$ cat src/rtl/sme_dom_logic.sv
// Masked bitwise logic unit (AND / OR / ANDN / XOR) on D-share Boolean-masked
// operands using domain-oriented masking. The pipeline has two stages with
// valid/ready flow control. Each accepted operation consumes one fresh randomness
// word set.
//
// state    | meaning
// ---------+-------------------------------------------
// ST_EMPTY | no stage occupied
// ST_ONE   | exactly one of stage 1 / output occupied
// ST_TWO   | stage 1 and output both occupied
module sme_dom_logic #(
    parameter int D = 3,
    parameter int N = 32,
    localparam int RW = N * D * (D - 1) / 2
) (
    input  logic              g_clk,
    input  logic              g_reset,
    input  logic              flush,
    input  logic              in_valid,
    output logic              in_ready,
    input  logic [1:0]        op,
    input  logic [D*N-1:0]    rs1,
    input  logic [D*N-1:0]    rs2,
    input  logic              rng_valid,
    output logic              rng_ready,
    input  logic [RW-1:0]     rng,
    output logic              out_valid,
    input  logic              out_ready,
    output logic [D*N-1:0]    rd,
    output logic              busy
);

    typedef enum logic [1:0] {
        OP_AND  = 2'b00,
        OP_OR   = 2'b01,
        OP_ANDN = 2'b10,
        OP_XOR  = 2'b11
    } op_e;

    typedef enum logic [1:0] {
        ST_EMPTY = 2'b00,
        ST_ONE   = 2'b01,
        ST_TWO   = 2'b10
    } state_e;

    state_e               state_q, state_d;
    logic                 s1_valid_q, s1_valid_d;
    logic                 out_valid_q, out_valid_d;
    op_e                  op1_q;
    logic [D*D*N-1:0]     term_q, term_d;
    logic [D*N-1:0]       rd_q, rd_d;
    logic [D*N-1:0]       x, y;
    logic                 adv1, adv2, accept;

    assign adv2      = !out_valid_q || out_ready;
    assign adv1      = !s1_valid_q || adv2;
    assign in_ready  = rng_valid && adv1 && !flush;
    assign rng_ready = in_valid && in_ready;
    assign accept    = rng_ready;

    assign out_valid = out_valid_q;
    assign rd        = rd_q;
    assign busy      = (state_q != ST_EMPTY);

    // Map OR and ANDN onto AND by inverting share 0 of the relevant operands
    always_comb begin
        x = rs1;
        y = rs2;
        if (op == OP_OR) begin
            x[N-1:0] = ~rs1[N-1:0];
        end
        if (op == OP_OR || op == OP_ANDN) begin
            y[N-1:0] = ~rs2[N-1:0];
        end
    end

    // Cross-domain terms. Each unordered share pair shares a single random word.
    // XOR places only that word in the cross terms, so XOR has the same timing
    // and the same randomness usage as the other operations.
    for (genvar gs = 0; gs < D; gs++) begin : g_share
        for (genvar gp = 0; gp < D; gp++) begin : g_term
            if (gs == gp) begin : g_inner
                assign term_d[(gs*D+gp)*N +: N] = (op == OP_XOR)
                    ? (x[gs*N +: N] ^ y[gp*N +: N])
                    : (x[gs*N +: N] & y[gp*N +: N]);
            end else begin : g_cross
                localparam int LO = (gs < gp) ? gs : gp;
                localparam int HI = (gs < gp) ? gp : gs;
                localparam int K  = LO + HI * (HI - 1) / 2;
                assign term_d[(gs*D+gp)*N +: N] = (op == OP_XOR)
                    ? rng[K*N +: N]
                    : ((x[gs*N +: N] & y[gp*N +: N]) ^ rng[K*N +: N]);
            end
        end
    end

    // Fold the registered terms of each domain into its output share
    always_comb begin
        rd_d = '0;
        for (int s = 0; s < D; s++) begin
            for (int p = 0; p < D; p++) begin
                rd_d[s*N +: N] = rd_d[s*N +: N] ^ term_q[(s*D+p)*N +: N];
            end
        end
        if (op1_q == OP_OR) begin
            rd_d[N-1:0] = ~rd_d[N-1:0];
        end
    end

    // Next stage-valid bits and occupancy state. Flush overrides any advance.
    always_comb begin
        s1_valid_d  = s1_valid_q;
        out_valid_d = out_valid_q;
        state_d     = state_q;
        if (flush) begin
            s1_valid_d  = 1'b0;
            out_valid_d = 1'b0;
        end else begin
            if (adv2) out_valid_d = s1_valid_q;
            if (adv1) s1_valid_d  = accept;
        end
        case ({s1_valid_d, out_valid_d})
            2'b00:   state_d = ST_EMPTY;
            2'b11:   state_d = ST_TWO;
            default: state_d = ST_ONE;
        endcase
    end

    // Control registers
    always_ff @(posedge g_clk or posedge g_reset) begin
        if (g_reset) begin
            state_q     <= ST_EMPTY;
            s1_valid_q  <= 1'b0;
            out_valid_q <= 1'b0;
        end else begin
            state_q     <= state_d;
            s1_valid_q  <= s1_valid_d;
            out_valid_q <= out_valid_d;
        end
    end

    // Stage-1 term and op registers. These load only on accept; a flush leaves them holding their values.
    always_ff @(posedge g_clk or posedge g_reset) begin
        if (g_reset) begin
            term_q <= '0;
            op1_q  <= OP_AND;
        end else if (accept) begin
            term_q <= term_d;
            op1_q  <= op_e'(op);
        end
    end

    // Output share register. It is stable while the result is held under back-pressure.
    always_ff @(posedge g_clk or posedge g_reset) begin
        if (g_reset) begin
            rd_q <= '0;
        end else if (!flush && adv2 && s1_valid_q) begin
            rd_q <= rd_d;
        end
    end

endmodule

$ cat config.mk
export PLATFORM = sky130hd
export DESIGN_NAME = sme_dom_logic
export DESIGN_NICKNAME = d
export VERILOG_FILES = /design/src/rtl/sme_dom_logic.sv
export SDC_FILE = /design/constraint.sdc
export NUM_CORES = 1
export LEC_CHECK = 0
export BUFFER_PORTS_ARGS = -buffer_cell sky130_fd_sc_hd__buf_2
export CORE_MARGIN = 2
export CORE_UTILIZATION = 50
export DETAILED_ROUTE_END_ITERATION = 10
export HOLD_SLACK_MARGIN = 0.05
export PLACE_DENSITY = 0.78
export SKIP_LAST_GASP = 1
export SLEW_MARGIN = 20
export SYNTH_ARGS = -nofsm -noshare
export SYNTH_HDL_FRONTEND = slang
export SYNTH_SLANG_ARGS = --single-unit
export TNS_END_PERCENT = 50
$ cat constraint.sdc
create_clock -name g_clk -period 17.1 [get_ports g_clk]
set_input_delay 1.71 -clock g_clk [delete_from_list [all_inputs] [get_ports g_clk]]
set_output_delay 1.71 -clock g_clk [all_outputs]
set_load 0.02 [all_outputs]
# Yosys cells after proc, flatten, opt, wreduce, memory -nomap -nowiden
# Index checks and enable logic that the tools add are counted.
[classes]
eq_ne = 5
n_mux = 17
reduce_logical = 13
n_bitwise = 27
[ops]
columns = ["operator", "count"]
rows = [
  ["$xor 32x32->32", 15],
  ["$mux 32", 12],
  ["$and 32x32->32", 9],
  ["$not 32->32", 3],
  ["$eq 2x2->1 const B", 3],
  ["$logic_and 1x1->1", 5],
  ["$eq 2x1->1 const B", 2],
  ["$mux 1", 4],
  ["$pmux 2 s2", 1],
  ["$logic_not 1->1", 3],
  ["$logic_or 1x1->1", 3],
  ["$logic_not 2->1", 1],
  ["$reduce_bool 2->1", 1],
]
[totals]
inputBits = 296
register_bits = 390
word_cells = 68
out_inout_bits = 100

# Longest topological paths before layout
[depth]
ltp_word = 10
ltp_mapped = 9
mapped_depth_nobuf = 7

# Least setup slack after synthesis
# No wires, ideal clock.
[synth_path]
kind = "input port to output port"
startpoint = "in out_ready"
endpoint = "out in_ready"
arrival_ns = 2.868
required_ns = 15.390
setup_slack_ns = 12.522
cell_stages = 5
cell_sequence = "and3b_1 -> buf_2 -> buf_2 -> clkbuf_1 -> nor3b_1"
[synth_via]
elab_chain_len = 4
[synth_lines]
columns = ["item", "line_no", "text"]
rows = [
  ["from (decl)", "28", "input logic out_ready,"],
  ["$logic_or 1x1->1", "55", "assign adv2 = !out_valid_q || out_ready;"],
  ["$logic_or 1x1->1", "56", "assign adv1 = !s1_valid_q || adv2;"],
  ["$logic_and 1x1->1 (2 in a row)", "57", "assign in_ready = rng_valid && adv1 && !flush;"],
  ["to (decl)", "20", "output logic in_ready,"],
]
# Every way passes these cells.

# Worst setup path in the final report
[layout_path]
startpoint = "in flush"
endpoint = "out rng_ready"
[layout_via]
elab_chain_len = 3
[layout_lines]
columns = ["item", "line_no", "text"]
rows = [
  ["from (decl)", "18", "input logic flush,"],
  ["$logic_not 1->1", "57", ""],
  ["$logic_and 1x1->1", "57", ""],
  ["$logic_and 1x1->1", "58", "assign rng_ready = in_valid && in_ready;"],
  ["to (decl)", "25", "output logic rng_ready,"],
]
# Every way passes these cells.

==> results.tsv <==
metric	value	unit
outcome	finished, final reports clean	
Die X	219	um
CP Cell Sequence	buf_2, and3b_4, nand2_4, inv_4, buf_2	
CTS clock-pin slew for the worst setup and hold paths	0.06	ns
cell family with most CP delay	simple AND/OR/NAND/NOR gates	
Initial Utilization	50.8	%
Detailed Route WL	62.9	mm
# port buffers	395	
Vias	18800	
commonest cells after routing, fill and taps aside	o21ai_0, buf_2, dfrtp_1	
# DRC	0	
io pins	396	
Max-Cap Viols	0	
crit path kind	in2out	
Synth Area in Compound Gates	16.0	%
DR iter-0 viols	1415	
fin util	59.0	%
worst skew pair latency	0.57	ns
H-tree levels	2	
Routed WL per cell	19.6	um
main combinational cell family by area after synthesis	compound AO/OA/AOI/OAI gates	
clk buf depth	3	
CTS buffer count	45	
final instance area	26800	um2
Die Area	47900	um2
final hold violations	0	
fill count	3800	
Inst Count DP	3122	
min cycle time layout	6.38	ns
Leak	11.7	nW
Yosys top cell area share	42.3	%
mux cell area share after synthesis	8.89	%
RSZ-0062 raised after global routing	false	
Fmax achieved	157	MHz
post-CTS setup buffer count	0	
gp weighted congestion	0.852	
Syn Inst Count	2256	
Max-slew headroom	33.8	%
Overall Power	3.33	mW
vias in the first global route	19100	
Layout Nets	2965	
syn nets	2651	
Synth Register Bits	390	
Tcrit/Tclk final	37.3	%
cts hold-fix bufs	0	
Reg area	9760	um2
clock skew	0.0173	ns
slowest stage delay, CP	0.92	ns
Simple-Gate Fraction of Synth Area	9.38	%
post-route setup slack	10.72	ns
CP max FO	75	
drt via density	5.84	
leading area contributor after synthesis	dfrtp_1	
CTS tree	yes	
R2R Path End	term_q[107]$_DFFE_PP0P_	
global-route wire length before repair	100	mm
mapped cell area	23100	um2
worst-margin pin slew	0.993	ns
die height	219	um
Hold Path Class	reg2reg	
All-Layer GR Usage	26.3	%
Cell variety after synth	28	
clock root buffer	clkbuf_16	
crit path launch type	input port	
area delta synth->final	16.2	%
Reg2Reg Depth	5	
cell count along the critical path	5	
Worst Path Arrival	4.67	ns
Cell Count, Final, Fillers Out	3213	
Critical Path End Type	output pin	
post-synthesis sequential area ratio	42.3	%
area of the multi-input gates	12400	um2
maximum vdd ir drop	0.0893	mV
CP Buf/Inv Count	3	
Syn Area/Cell	10.2	um2
Area contributors post-synth	dfrtp_1, o21ai_0, xnor2_1, ha_1, mux2_2	
core area	45500	um2
post-CTS resize count	0	
worst reg2reg startpoint	s1_valid_q$_DFF_PP0_	
XOR/XNOR Fraction of Synth Area	14.0	%
grt ovf	0	
setup_tns	0	ns
HPWL after detailed placement	40.6	mm
fin. max-slew vios	0	
FF-to-FF setup slack	14.04	ns
Syn. warnings	0	
initial antenna violation count	14	
share of layout cells above drive strength 1	22.4	%
hold_sp	rd[33]$_DFFE_PP0P_	
commonest non-fill, non-tap cell in the layout	o21ai_0	
row cnt	78	
critical path startpoint	flush	
crit path to	rng_ready	
largest net degree at the start of global routing	149	
DRT antenna net count	0	
Top cell by count, worst path	buf_2	
Final Hold Slack	0.483	ns
first drt pass iteration count	6	
pre-CTS WS	10.71	ns
PwrDens	124	nW/um2
Setup Viol. Count Final	0	
Cell Area, Placed	25300	um2
Adder-Cell Fraction of Synth Area	5.36	%
Critical Path RT	15.39	ns
clk sinks	390	
CP max stage cell	and3b_4	
-- metal layers --
layer  routed length [um]  part of all wire (%)  global-route usage (%)
met5                   38                 0.060                       0
met4                 2160                   3.4                    11.4
met1                26200                    42                    33.4
met3                 4020                   6.4                    4.24
met2                30400                    48                    44.3
-- registers in the layout (all words and copies together) (netlist names) --
name,flops
state_q,2
op1_q,2
rd,96
s1_valid_q,1
term_q,288
out_valid,1
-- worst min-delay path by stage --
stage                           end  slack [ns]  cells past startpoint
2_1_floorplan  op1_q[0]$_DFFE_PP0P_        0.47                      1
4_1_cts          rd[39]$_DFFE_PP0P_        0.49                      1
3_3_place_gp     rd[39]$_DFFE_PP0P_        0.47                      1
3_5_place_dp     rd[39]$_DFFE_PP0P_        0.47                      1
6_report         rd[33]$_DFFE_PP0P_        0.48                      1
5_1_grt          rd[39]$_DFFE_PP0P_        0.50                      1
-- cell families after synthesis --
kind of cell,after synthesis
DFF,390
and+or+nand+nor,332
buffers and inverters,215
AOI/OAI and AO/OA,707
muxes,193
xor gates and xnor gates,320
adders and majority gates,99
-- layout make-up --
type / count / share of cell area, %
multi-input combinational: 1651 / 46.4
sequential: 390 / 36.4
timing repair buffer: 415 / 8.00
clock buffer: 74 / 5.28
tap: 600 / 2.80
inverter: 67 / 0.975
antenna: 12 / 0.112
clock inverter: 4 / 0.0886
-- cells in the mapped netlist --
| master | instances |
|---|---|
| or3_1 | 128 |
| nor3b_1 | 1 |
| nor2b_1 | 2 |
| xnor3_1 | 32 |
| a21oi_1 | 128 |
| buf_4 | 8 |
| ha_1 | 99 |
| buf_1 | 1 |
| dfrtp_1 | 390 |
| nand2b_1 | 128 |
| mux2i_1 | 96 |
| buf_2 | 42 |
| buf_6 | 6 |
| mux2_2 | 93 |
| nor3b_2 | 1 |
| clkbuf_1 | 91 |
| and3b_1 | 2 |
| xor2_1 | 96 |
| nor2_1 | 2 |
| inv_2 | 1 |
| a31oi_1 | 128 |
| nand3b_1 | 66 |
| or2_2 | 1 |
| o21ai_0 | 451 |
| inv_1 | 66 |
| nand2_2 | 1 |
| xnor2_1 | 192 |
| mux2_1 | 4 |
-- where the power goes --
part           switching, mW  internal (mW)
Clock                  0.385          0.561
Sequential             0.158           1.17
Combinational          0.557          0.502
Total                   1.10           2.23
Power figures use the tool's default switching activity.
